[config.mk]
export PLATFORM = sky130hd
export DESIGN_NAME = iob_cache_be_ctrl
export DESIGN_NICKNAME = d
export VERILOG_FILES = /design/src/rtl/iob_cache_be_ctrl_pkg.sv /design/src/rtl/iob_cache_be_ctrl.sv
export SDC_FILE = /design/constraint.sdc
export NUM_CORES = 1
export LEC_CHECK = 0
export BUFFER_PORTS_ARGS = -buffer_cell sky130_fd_sc_hd__buf_2
export CORE_AREA = 2 2 95 97
export CTS_CLUSTER_SIZE = 10
export DETAILED_ROUTE_END_ITERATION = 8
export DIE_AREA = 0 0 97 99
export PLACE_DENSITY_LB_ADDON = 0.12
export SYNTH_ARGS = -nofsm -noshare
export SYNTH_HDL_FRONTEND = slang
export SYNTH_SLANG_ARGS = --single-unit
export TNS_END_PERCENT = 30
[constraint.sdc]
create_clock -name clk_i -period 4.7 [get_ports clk_i]
set_input_delay 0.235 -clock clk_i [delete_from_list [all_inputs] [get_ports clk_i]]
set_output_delay 0.235 -clock clk_i [all_outputs]
set_load 0.02 [all_outputs]
[src/rtl/iob_cache_be_ctrl_pkg.sv]
// Shared types for the cache backend controller: FSM state encoding.
package iob_cache_be_ctrl_pkg;

  typedef enum logic [2:0] {
    ST_IDLE    = 3'd0,
    ST_WTB_POP = 3'd1,
    ST_WTB_REQ = 3'd2,
    ST_RD_REQ  = 3'd3,
    ST_RD_WAIT = 3'd4
  } be_state_e;

endpackage

[src/rtl/iob_cache_be_ctrl.sv]
// Cache backend controller: drains the write buffer and performs line fills,
// one backend transaction at a time, with writes taking priority over fills.
module iob_cache_be_ctrl
  import iob_cache_be_ctrl_pkg::*;
#(
  parameter int BE_ADDR_W  = 32,
  parameter int BE_DATA_W  = 32,
  parameter int LINE_OFF_W = 2,
  parameter int WTB_DATA_W = BE_ADDR_W + BE_DATA_W + BE_DATA_W / 8
) (
  input  logic                                          clk_i,
  input  logic                                          rst_i,
  input  logic                                          wtb_empty_i,
  output logic                                          wtb_ren_o,
  input  logic [WTB_DATA_W-1:0]                         wtb_rdata_i,
  input  logic                                          rd_avalid_i,
  input  logic [BE_ADDR_W-1:0]                          rd_addr_i,
  output logic                                          rd_rvalid_o,
  output logic [((LINE_OFF_W > 0) ? LINE_OFF_W : 1)-1:0] rd_word_o,
  output logic [BE_DATA_W-1:0]                          rd_rdata_o,
  output logic                                          rd_ready_o,
  output logic                                          be_avalid_o,
  output logic [BE_ADDR_W-1:0]                          be_addr_o,
  output logic [BE_DATA_W-1:0]                          be_wdata_o,
  output logic [BE_DATA_W/8-1:0]                        be_wstrb_o,
  input  logic                                          be_ready_i,
  input  logic                                          be_rvalid_i,
  input  logic [BE_DATA_W-1:0]                          be_rdata_i,
  output logic                                          idle_o
);

  localparam int BE_NBYTES  = BE_DATA_W / 8;
  localparam int NB_W       = $clog2(BE_NBYTES);
  localparam int CNT_W      = (LINE_OFF_W > 0) ? LINE_OFF_W : 1;
  localparam int LINE_WORDS = 2 ** LINE_OFF_W;
  localparam logic [CNT_W-1:0] LAST_WORD = CNT_W'(LINE_WORDS - 1);
  localparam logic [BE_ADDR_W-1:0] LINE_MASK =
    ~((BE_ADDR_W'(1) << (LINE_OFF_W + NB_W)) - BE_ADDR_W'(1));

  be_state_e              state_q, state_d;
  logic [CNT_W-1:0]       cnt_q, cnt_d;
  logic [BE_ADDR_W-1:0]   wr_addr_q, wr_addr_d;
  logic [BE_DATA_W-1:0]   wr_data_q, wr_data_d;
  logic [BE_NBYTES-1:0]   wr_strb_q, wr_strb_d;

  always_ff @(posedge clk_i) begin
    if (rst_i) begin
      state_q   <= ST_IDLE;
      cnt_q     <= '0;
      wr_addr_q <= '0;
      wr_data_q <= '0;
      wr_strb_q <= '0;
    end else begin
      state_q   <= state_d;
      cnt_q     <= cnt_d;
      wr_addr_q <= wr_addr_d;
      wr_data_q <= wr_data_d;
      wr_strb_q <= wr_strb_d;
    end
  end

  always_comb begin
    state_d     = state_q;
    cnt_d       = cnt_q;
    wr_addr_d   = wr_addr_q;
    wr_data_d   = wr_data_q;
    wr_strb_d   = wr_strb_q;
    wtb_ren_o   = 1'b0;
    rd_rvalid_o = 1'b0;
    rd_rdata_o  = '0;
    rd_ready_o  = 1'b0;
    be_avalid_o = 1'b0;
    be_addr_o   = '0;
    be_wdata_o  = '0;
    be_wstrb_o  = '0;
    case (state_q)
      ST_IDLE: begin
        if (!wtb_empty_i) begin
          wtb_ren_o = 1'b1;
          state_d   = ST_WTB_POP;
        end else if (rd_avalid_i) begin
          cnt_d   = '0;
          state_d = ST_RD_REQ;
        end else begin
          state_d = ST_IDLE;
        end
      end
      ST_WTB_POP: begin
        wr_addr_d = wtb_rdata_i[WTB_DATA_W-1 -: BE_ADDR_W];
        wr_data_d = wtb_rdata_i[BE_DATA_W+BE_NBYTES-1 -: BE_DATA_W];
        wr_strb_d = wtb_rdata_i[BE_NBYTES-1:0];
        state_d   = ST_WTB_REQ;
      end
      ST_WTB_REQ: begin
        be_avalid_o = 1'b1;
        be_addr_o   = wr_addr_q;
        be_wdata_o  = wr_data_q;
        be_wstrb_o  = wr_strb_q;
        if (be_ready_i) begin
          state_d = ST_IDLE;
        end else begin
          state_d = ST_WTB_REQ;
        end
      end
      ST_RD_REQ: begin
        // Counter is below LINE_WORDS, so OR-ing it in never carries past the line offset.
        be_avalid_o = 1'b1;
        be_addr_o   = (rd_addr_i & LINE_MASK) | (BE_ADDR_W'(cnt_q) << NB_W);
        if (be_ready_i) begin
          state_d = ST_RD_WAIT;
        end else begin
          state_d = ST_RD_REQ;
        end
      end
      ST_RD_WAIT: begin
        if (be_rvalid_i) begin
          rd_rvalid_o = 1'b1;
          rd_rdata_o  = be_rdata_i;
          if (cnt_q == LAST_WORD) begin
            rd_ready_o = 1'b1;
            state_d    = ST_IDLE;
          end else begin
            cnt_d   = cnt_q + CNT_W'(1);
            state_d = ST_RD_REQ;
          end
        end else begin
          state_d = ST_RD_WAIT;
        end
      end
      default: begin
        state_d = ST_IDLE;
      end
    endcase
    // A reset cycle must not pop the buffer or signal fill data that is being abandoned.
    if (rst_i) begin
      wtb_ren_o   = 1'b0;
      rd_rvalid_o = 1'b0;
      rd_rdata_o  = '0;
      rd_ready_o  = 1'b0;
    end else begin
      wtb_ren_o = wtb_ren_o;
    end
  end

  assign rd_word_o = (LINE_OFF_W > 0) ? cnt_q : '0;
  assign idle_o    = (state_q == ST_IDLE) && wtb_empty_i;

endmodule

Yosys cells after proc, flatten, opt, wreduce, memory -nomap -nowiden --
Index checks and enable logic that the tools add are counted.
Word-level totals: bits in registers 73, latch bits 0, memory bits (writable) 0, bits in read-only memories 0, input bits 138, output and inout bits 107, logic and storage cells 50, memories kept 0
Operators by class: add/subtract/negate cells 1, multipliers 0, div/mod/pow operators 0, order comparisons 0, equal/unequal tests 9, shift-type cells 0, muxes and demuxes 29, bitwise logic cells 1, reduce and logical (&&, ||, !) cells 5
Operator list (count):
- 2-to-1 mux 32 bit | 4
- one-hot mux 32 bit (2 select lines) | 1
- bitwise OR 32 x 4 -> 32 bit | 1
- 2-to-1 mux 2 bit | 8
- one-hot mux 3 bit (5 select lines) | 1
- 2-to-1 mux 1 bit | 11
- inequality test 2 bit (second input constant) | 4
- == test 3 x 2 -> 1 bit (second input constant) | 2
- 2-to-1 mux 3 bit | 2
- AND reduction 5 bit | 1
- 2-to-1 mux 4 bit | 1
- one-hot mux 2 bit (2 select lines) | 1
- == test 3 x 1 -> 1 bit (second input constant) | 1
- == test 3 bit (second input constant) | 1
- zero test 3 bit | 1
- adder 2 x 1 -> 2 bit (second input constant) | 1
- == test 2 bit (second input constant) | 1
- nonzero test 2 bit | 1
- OR reduction 2 bit | 1
- logical AND 1 bit | 1

Longest topological paths before layout --
Gate-level depths: netlist (run 1).
depth in word-level cells 5, depth in mapped cells 7, gate-level depth less buffers 4

Least setup slack after synthesis (run 1) --
No wires, ideal clock.
path type reg-to-output, start reg state_q[2], end out rd_rdata_o[22], data arrival time 1.513 ns, required time 4.465 ns, slack 2.952 ns, stages on the path, launching flop included 5, path through dfxtp_1 or3b_4 nor3_2 buf_2 and2_1
Between the ends: longest elaborated chain between the ends 3
Ends and longest elaborated chain:
- from (decl) | line iob_cache_be_ctrl.sv:40 | be_state_e state_q, state_d;
- from (signal assigned) | line iob_cache_be_ctrl.sv:54 | state_q <= state_d;
- == test 3 bit | line iob_cache_be_ctrl.sv:76 | case (state_q)
- 2-to-1 mux 32 bit | line iob_cache_be_ctrl.sv:76
- 2-to-1 mux 32 bit | line iob_cache_be_ctrl.sv:135 | if (rst_i) begin
- to (decl) | line iob_cache_be_ctrl.sv:20 | output logic [BE_DATA_W-1:0] rd_rdata_o,
Every way passes these cells.

Worst setup path after layout (run 1) --
start reg state_q[0], end out rd_rdata_o[10]
Same word-level chain as after synthesis.

==> results of run 1 <==
-- metal layers --
metal  part of all wire (%)  routed length (um)  vias to the layer above  track usage [%]
met4                    1.6                 167                        0             8.13
li1                       -                   -                     1962                -
met1                     41                4310                     1688             24.8
met3                    7.4                 778                       13             5.39
met2                     50                5210                      151             37.7
met5                      0                   0                        -                0
-- tightest hold or removal path: stages --
cell and delay (ns):
buf_2 0.09, nand2_1 0.04, a21oi_1 0.05
-- cell type report --
| class | instances | area share, % |
|---|---|---|
| repair buffers | 244 | 24.8 |
| flip-flops and latches | 73 | 29.4 |
| inverters | 3 | 0.227 |
| clock inverters | 5 | 1.59 |
| clock buffers | 11 | 2.84 |
| multi-input cells | 364 | 38.4 |
| well taps | 108 | 2.72 |
-- worst paths after layout --
check                                startpoint              to  slack (ns)  cells past startpoint
worst min-delay path            wtb_rdata_i[24]   wr_data_q[20]        0.12                      3
worst min register to register    wr_data_q[15]   wr_data_q[15]        0.45                      2
worst max register to register       state_q[0]   wr_addr_q[24]        2.17                      4
worst max-delay path                 state_q[0]  rd_rdata_o[10]        1.85                      4
-- where the power goes --
group / total [uW] / switching [uW] / internal, uW
Clock: 545 / 233 / 313
Combinational: 299 / 174 / 124
Sequential: 702 / 38.6 / 663
Total: 1550 / 445 / 1100
-- state kept, by name (all words and copies together) (netlist names) --
register   count
wr_addr_q     32
wr_data_q     32
wr_strb_q      4
state_q        3
rd_word_o      2
-- kinds of logic (layout without fill, tap and decap cells) --
group / count (synthesis) / after routing / share of synthesized area, %
fa+ha+maj: 1 / 1 / 0.355
buf+inv: 40 / 263 / 4.58
flops: 73 / 73 / 41.5
compound gates: 77 / 77 / 11.4
mux: 31 / 31 / 8.85
simple gates: 255 / 255 / 33.3
-- stage by stage --
| stage | cells | setup slack, ns | area (sq um) | util (%) |
|---|---|---|---|---|
| final | 808 | 1.85 | 4970 | 58.1 |
| after global routing | 808 | 1.63 | 4970 | 58.1 |
| after CTS | 808 | 1.41 | 4960 | 58.1 |
| after detailed placement | 792 | 1.81 | 4740 | 55.5 |
| after global placement | 792 | 1.95 | 4740 | 55.5 |
| after floorplan | 477 | 2.95 | 3520 | - |
-- layout by cell type, fill, tap and decap left out, types with 2 or more instances in the layout --
cell       synthesis  routed
and2_1            72      71
nor2_1            36      35
buf_4              0       4
mux2i_1           30      30
bufinv_16          0       2
clkbuf_8           0      10
nand2_1          138     137
buf_2              9     240
inv_1              3       3
a21oi_1           71      71
dfxtp_1           73      72
nor2_2             1       2
clkinv_2           0       2
==> results.tsv, run 1 <==
stage	metric	value	unit
clock_tree	htree_num_levels	3	
logic_synthesis	synth_ff_type	dfxtp_1	
global_routing	gr-total-overflow	0	
layout	nets	834	
setup_path	path_delay_family	simple AND/OR/NAND/NOR gates	
sta	fin_crit_sh	60.7	%
setup_path	cp.buffers_inverters	1	
clock_tree	cts_buffer_depth	2	
logic_synthesis	synth-seq-area-share	41.5	%
power_and_ir_drop	p_leak	0.00248	uW
die	pin_count	245	
die	rows	34	
routing	wirelength	10.5	mm
clock_tree	cts_setup_buffers	0	
layout	seqCellArea	1460	sq um
clock_tree	postCtsHoldBufs	0	
sta	drv_slew	0	
layout	num_antenna_cells	0	
logic_synthesis	syn_area	3520	sq um
setup_path	cp-end-kind	output port	
placed_design	port-buffer-count	240	
routing	first_pass_iters	4	
routing	post-route-drc-count	0	
clock_tree	clk_pin_slew	0.08	ns
placed_design	routabilityCongestion	0.754	
clock_tree	cts-root-buf	clkbuf_8	
logic_synthesis	synth_seq_cells	73	
logic_synthesis	yosysUniqueCellTypes	27	
routing	via_count	3814	
logic_synthesis	post-synth-top-count-cell	nand2_1	
setup_path	cp-start-kind	register	
logic_synthesis	yosysTopAreaCell	dfxtp_1	
die	die_h	99	um
power_and_ir_drop	p_total	1550	uW
clock_tree	clock-sinks	73	
power_and_ir_drop	peakVddDrop	0.156	mV
setup_path	required	4.47	ns
sta	worst_slew_pin_slew	1.17	ns
worst_hold_path	hold_class	in2reg	
setup_path	worstSetupPathType	reg2out	
die	die_w	97	um
power_and_ir_drop	power_density	311	nW/um^2
logic_synthesis	async_reset_ff_share	0	%
logic_synthesis	synth_top_area_share	41.5	%
sta	rsz0062_at_grt	false	
sta	min_period	2.85	ns
routing	via_per_inst	4.72	
sta	setup_tns	0	ns
die	fp.dieArea	9600	sq um
routing	drtAntennaViolNets	0	
sta	fin_skew	0.00581	ns
clock_tree	clk_latency	0.34	ns
global_routing	grt.total_usage	21.3	%
sta	max_slew_margin	21.8	%
layout	area_delta_synth_final	41.2	%
die	core-area	8550	sq um
logic_synthesis	synth_edf_count	0	
clock_tree	cts_tree	yes	
logic_synthesis	synth_commonest_cells	nand2_1, dfxtp_1, and2_1	
setup_path	crit_arrival	2.62	ns
sta	finalHoldViolCount	0	
logic_synthesis	yosysWarnings	0	
routing	wl_per_cell	13.0	um
setup_path	critPathMaxStageDelay	0.66	ns
clock_tree	cts_buffers	9	
logic_synthesis	avgSynthCellArea	7.38	sq um
sta	timing.hold.ws	0.119	ns
logic_synthesis	synthTopCellsByArea	dfxtp_1, nand2_1, and2_1	
placed_design	place.detailed.hpwl	7.55	mm
sta	fmax	350	MHz
sta	setup_viol_count_final	0	
global_routing	antenna_found_initial	0	
routing	drt_iter0_drc	134	
global_routing	grt_pass1_vias	3471	
die	floorplan.initialDensity	41.2	%
setup_path	cp_max_fo	38	
layout	num-fill-cells	855	
logic_synthesis	synth_fp_nets	616	
run	max_cap_viol_count	0	
global_routing	grt_max_degree	76	
layout	multi_input_area	1910	sq um
status	status	completed	
clock_tree	cts_resized	0	
setup_path	path_cells	or3b_4, nor3_4, and2_1, buf_2	
layout	drive_gt1_share	38.3	%
logic_synthesis	syn_inst	477	
global_routing	grt_pass1_wl	16.7	mm
setup_path	slowest_stage	nor3_4	
Power figures use the tool's default switching activity.
==> run 2: changes to the inputs <==
==> constraint.sdc (replaced) <==
create_clock -name clk_i -period 2.8 [get_ports clk_i]
set_input_delay 0.14 -clock clk_i [delete_from_list [all_inputs] [get_ports clk_i]]
set_output_delay 0.14 -clock clk_i [all_outputs]
set_load 0.02 [all_outputs]
==> results.tsv, run 2 (synthesized netlist as in run 1, its figures left out) <==
stage	metric	value	unit
layout	num_antenna_cells	0	
setup_path	required	2.66	ns
routing	routed-wl-met2	5.27	mm
clock_tree	cts_buffers	9	
layout	nets	838	
worst_hold_path	hold_class	in2reg	
clock_tree	clk_pin_slew	0.08	ns
routing	drt_iter0_drc	112	
die	die_w	97	um
routing	wl_per_cell	12.9	um
power_and_ir_drop	power_density	503	nW/um^2
routing	first_pass_iters	4	
setup_path	rr_startpoint	state_q[0]	
layout	area_delta_synth_final	41.5	%
layout	post-route-util	58.3	%
routing	drtAntennaViolNets	0	
global_routing	gr-total-overflow	0	
sta	fmax	466	MHz
setup_path	worstSetupPathType	reg2out	
routing	highest_layer	met4	
setup_path	rr_worst_depth	4	
routing	via_count	3843	
setup_path	timing.rr.end	wr_addr_q[7]	
run	max_cap_viol_count	0	
die	die_h	99	um
routing	via_per_inst	4.73	
placed_design	routabilityCongestion	0.738	
clock_tree	cts_buffer_depth	2	
routing	wl_met3	779	um
clock_tree	htree_num_levels	3	
setup_path	cp-startpoint	state_q[0]	
layout	num-fill-cells	860	
power_and_ir_drop	p_leak	0.00248	uW
sta	drv_slew	0	
layout	drive_gt1_share	38.6	%
sta	setup_viol_count_final	0	
layout	seqCellArea	1460	sq um
die	core-area	8550	sq um
sta	fin_skew	0.00772	ns
sta	timing.hold.ws	0.0292	ns
routing	post-route-drc-count	0	
layout	biggestRegsByFlops	wr_addr_q: 32 flops, wr_data_q: 32 flops, wr_strb_q: 4 flops	
setup_path	cp-end-kind	output port	
status	status	completed	
placed_design	place.detailed.hpwl	7.68	mm
layout	multi_input_area	1900	sq um
clock_tree	cts_setup_buffers	0	
worst_hold_path	worstHoldStart	wtb_rdata_i[53]	
placed_design	port-buffer-count	240	
clock_tree	clk_latency	0.34	ns
layout	final_cell_mix	buf_2, nand2_1, dfxtp_1, and2_1, a21oi_1	
clock_tree	postCtsHoldBufs	0	
power_and_ir_drop	netSwitchingFraction	29.7	%
setup_path	crit_arrival	2.00	ns
sta	worst_slew_pin_slew	0.592	ns
sta	min_period	2.14	ns
layout	final_cells	812	
power_and_ir_drop	seqPwrFrac	46.4	%
sta	finalHoldViolCount	0	
clock_tree	cts-root-buf	clkbuf_8	
setup_path	r2r_setup_slack	1.08	ns
die	floorplan.initialDensity	41.2	%
power_and_ir_drop	p_int	1760	uW
routing	wl_met1	4.22	mm
global_routing	grt_pass1_vias	3493	
die	pin_count	245	
sta	fin_crit_sh	76.6	%
setup_path	cp_max_fo	34	
sta	setup_tns	0	ns
sta	max_slew_margin	60.5	%
sta	rsz0062_at_grt	false	
setup_path	cp-start-kind	register	
layout	final_common_cell	buf_2	
global_routing	grt_max_degree	56	
power_and_ir_drop	combPwrFrac	21.1	%
die	fp.dieArea	9600	sq um
power_and_ir_drop	peakVddDrop	0.332	mV
die	rows	34	
clock_tree	clock-sinks	73	
global_routing	grt_pass1_wl	16.6	mm
global_routing	antenna_found_initial	0	
routing	wirelength	10.5	mm
setup_path	crit_end	rd_ready_o	
clock_tree	cts_resized	0	
power_and_ir_drop	p_sw	744	uW
power_and_ir_drop	clkPwrFrac	32.6	%
placed_design	placed_cells	796	
global_routing	grt.total_usage	21.0	%
clock_tree	cts_tree	yes	
-- run 2: changes by cell type in the layout (fill, tap and decap cells not counted), sizes merged --
cell and change:
buf +4, bufinv -1, clkinvlp +2, clkinv -1
-- run 2: metrics by stage --
step	area, sq um	power, uW	worst slack [ns]
2_1_floorplan	3520	1510	1.15
3_3_place_gp	4790	1700	1.05
3_5_place_dp	4790	1720	1.01
4_1_cts	4980	2540	0.632
5_1_grt	4980	2660	0.527
6_report	4980	2510	0.655
-- run 2: how the worst min path moves through the flow --
stage                          endpoint  slack [ns]  depth (start not counted)
final                     wr_addr_q[17]        0.03                          3
after detailed placement  wr_addr_q[10]        0.39                          3
after CTS                 wr_addr_q[23]        0.01                          3
after floorplan            wr_addr_q[0]        0.28                          2
after global placement    wr_addr_q[26]        0.38                          3
after global routing      wr_data_q[20]        0.02                          3
-- run 2: final cells by class --
type	instances	share of cell area (%)
well taps	108	2.71
inverters	3	0.226
clock buffers	11	2.84
repair buffers	248	25.6
multi-input cells	364	38.2
clock inverters	5	1.10
flip-flops and latches	73	29.3
-- run 2: layer usage --
| layer | vias up | track usage (%) |
|---|---|---|
| met3 | 16 | 5.60 |
| met5 | - | 0 |
| li1 | 1964 | - |
| met1 | 1706 | 23.8 |
| met4 | 0 | 8.23 |
| met2 | 157 | 37.4 |
-- run 2: power groups by stage --
stage               registers, uW  clock network [uW]  logic, uW
CTS                          1160                 844        534
global route                 1170                 891        592
finish                       1160                 817        528
global placement             1180                   0        521
floorplan                    1160                   0        350
detailed placement           1190                   0        532
-- run 2: critical path, cell delays in order (launching register included) --
cell and delay (ns):
dfxtp_2 0.46, or3b_4 0.46, nor3_2 0.11, buf_4 0.28, and2_1 0.19, buf_2 0.17
==> run 3: changes to the inputs <==
--- a/config.mk
+++ b/config.mk
@@ -5,6 +5,7 @@
 export SDC_FILE = /design/constraint.sdc
 export NUM_CORES = 1
 export LEC_CHECK = 0
+export ABC_AREA = 1
 export BUFFER_PORTS_ARGS = -buffer_cell sky130_fd_sc_hd__buf_2
 export CORE_AREA = 2 2 95 97
 export CTS_CLUSTER_SIZE = 10
==> constraint.sdc (replaced) <==
create_clock -name clk_i -period 2.1 [get_ports clk_i]
set_input_delay 0.105 -clock clk_i [delete_from_list [all_inputs] [get_ports clk_i]]
set_output_delay 0.105 -clock clk_i [all_outputs]
set_load 0.02 [all_outputs]
==> results.tsv, run 3 <==
stage	metric	value	unit
status	status	completed	
logic_synthesis	synth_top_area_share	41.2	%
sta	setup_viol_count_final	0	
setup_path	crit_arrival	1.86	ns
logic_synthesis	synth_edf_count	0	
sta	fin_skew	0.0145	ns
sta	fmax	508	MHz
logic_synthesis	synth_seq_cells	73	
setup_path	slowest_stage	dfxtp_2	
logic_synthesis	yosysWarnings	0	
clock_tree	clock-sinks	73	
logic_synthesis	post-synth-top-count-cell	nor2_1	
die	floorplan.initialDensity	41.5	%
layout	post-route-util	60.7	%
setup_path	required	2.00	ns
layout	area_delta_synth_final	46.5	%
global_routing	grt_pass1_wl	17.1	mm
global_routing	grt_pass1_vias	3723	
layout	nets	890	
worst_hold_path	worstHoldStart	wtb_rdata_i[40]	
logic_synthesis	yosysUniqueCellTypes	21	
placed_design	routabilityCongestion	0.829	
die	fp.dieArea	9600	sq um
clock_tree	cts_tree	yes	
die	die_h	99	um
global_routing	antenna_found_initial	0	
logic_synthesis	avgSynthCellArea	7.01	sq um
routing	drt_iter0_drc	101	
layout	final_cells	864	
die	die_w	97	um
logic_synthesis	synth-seq-area-share	41.2	%
setup_path	cp-startpoint	state_q[0]	
routing	post-route-drc-count	0	
routing	wirelength	10.5	mm
routing	first_pass_iters	4	
layout	final_cell_mix	buf_2, nor2_1, inv_1, dfxtp_1, o21ai_0	
setup_path	path_delay_family	simple AND/OR/NAND/NOR gates	
setup_path	cp.buffers_inverters	3	
routing	via_per_inst	4.65	
sta	worst_slew_pin_slew	0.913	ns
die	core-area	8550	sq um
run	max_cap_viol_count	0	
power_and_ir_drop	p_leak	0.00280	uW
global_routing	gr-total-overflow	0	
layout	drive_gt1_share	39.9	%
clock_tree	clk_latency	0.35	ns
logic_synthesis	syn_inst	506	
worst_hold_path	hold_class	in2reg	
logic_synthesis	synth_commonest_cells	nor2_1, inv_1, dfxtp_1	
layout	num_antenna_cells	0	
layout	final_common_cell	buf_2	
setup_path	cp_max_fo	9	
clock_tree	htree_num_levels	3	
power_and_ir_drop	power_density	745	nW/um^2
sta	finalHoldViolCount	0	
placed_design	port-buffer-count	240	
sta	drv_slew	0	
clock_tree	cts_buffer_depth	2	
placed_design	placed_cells	825	
logic_synthesis	synthTopCellsByArea	dfxtp_1, nor2_1, o21ai_0	
die	pin_count	245	
clock_tree	cts_buffers	9	
power_and_ir_drop	peakVddDrop	0.555	mV
logic_synthesis	synth_fp_nets	645	
setup_path	cp-start-kind	register	
sta	max_slew_margin	39.0	%
routing	via_count	4016	
setup_path	critPathMaxStageDelay	0.36	ns
die	rows	34	
global_routing	grt.total_usage	21.5	%
routing	wl_per_cell	12.2	um
setup_path	worstSetupPathType	reg2out	
setup_path	rr_startpoint	state_q[2]	
sta	fin_crit_sh	93.7	%
logic_synthesis	yosysTopAreaCell	dfxtp_1	
sta	min_period	1.97	ns
layout	biggestRegsByFlops	wr_addr_q: 32 flops, wr_data_q: 32 flops, wr_strb_q: 4 flops	
setup_path	path_cells	nor2_2, nand2_2, nor3_4, clkinvlp_4, buf_4, nor2_1, buf_2	
clock_tree	cts-root-buf	clkbuf_8	
power_and_ir_drop	p_total	3870	uW
sta	layout_setup_ws	0.133	ns
placed_design	pre_cts_slack	0.292	ns
placed_design	place.detailed.hpwl	7.42	mm
logic_synthesis	syn_area	3540	sq um
setup_path	cp-end-kind	output port	
global_routing	grt_max_degree	75	
logic_synthesis	synth_ff_type	dfxtp_1	
logic_synthesis	async_reset_ff_share	0	%
routing	drtAntennaViolNets	0	
sta	setup_tns	0	ns
clock_tree	clk_pin_slew	0.08	ns
==> run 3: cell type report <==
cell class                      instances  area, sq um
Clock inverter                          7          103
Timing Repair Buffer                  268         1450
Tap cell                              108          135
Multi-Input combinational cell        312         1580
Fill cell                             865         3360
Inverter                               86          327
Sequential cell                        73         1470
Clock buffer                            9          124
Timing Repair inverter                  1         7.51
==> run 3: metrics by stage <==
stage / area (sq um) / hold slack, ns
2_1_floorplan: 3540 / 0.174
3_3_place_gp: 4730 / 0.357
3_5_place_dp: 4730 / 0.360
4_1_cts: 5160 / 0.000766
5_1_grt: 5190 / 0.0266
6_report: 5190 / 0.0125
==> run 3: worst paths after layout <==
kind,to,slack (ns),cells after the start
setup / recovery,rd_rdata_o[15],0.13,7
hold / removal,wr_addr_q[4],0.01,3
setup reg to reg,wr_addr_q[25],0.56,5
hold reg to reg,wr_data_q[9],0.45,2
==> run 3: cell families (layout without fill, tap and decap cells) <==
logic type               count (synthesis)  in the layout  share of synthesized area (%)
AO/OA/AOI/OAI                          140            140                           22.8
adder cells (fa/ha/maj)                  1              1                          0.353
buffers and inverters                  121            371                           14.5
flip-flops                              73             73                           41.2
AND/OR/NAND/NOR                        171            171                           21.0
==> run 3: layer usage <==
| metal | GRT usage, % | vias to the layer above | part of all wire [%] | wire length (um) |
|---|---|---|---|---|
| met2 | 35.8 | 140 | 48 | 5040 |
| met4 | 9.10 | 0 | 1.8 | 187 |
| li1 | - | 2080 | - | - |
| met1 | 26.0 | 1782 | 43 | 4530 |
| met5 | 0 | - | 0 | 0 |
| met3 | 6.24 | 14 | 7.4 | 780 |
==> run 3: repair_timing <==
| item | CTS | global route |
|---|---|---|
| gates cloned | 1 | 0 |
| endpoints found under the setup margin | 40 | 33 |
| endpoints found under the hold margin | 15 | 0 |
| gates resized for setup | 3 | 6 |
| hold buffers | 15 | 0 |
| buffers inserted | 5 | 2 |
| pin swaps | 0 | 2 |
==> run 3: report_power, final <==
group / internal (uW) / switching, uW / leakage (uW)
Combinational: 367 / 589 / 0.00208
Sequential: 1570 / 89.8 / 0.000602
Clock: 684 / 567 / 0.000116
==> run 3: worst reg2reg max path, stage by stage (launching register included) <==
cell	delay, ns
dfxtp_4	0.39
nor2_4	0.14
nand2_2	0.07
inv_1	0.67
nor2_1	0.10
nor2_1	0.13
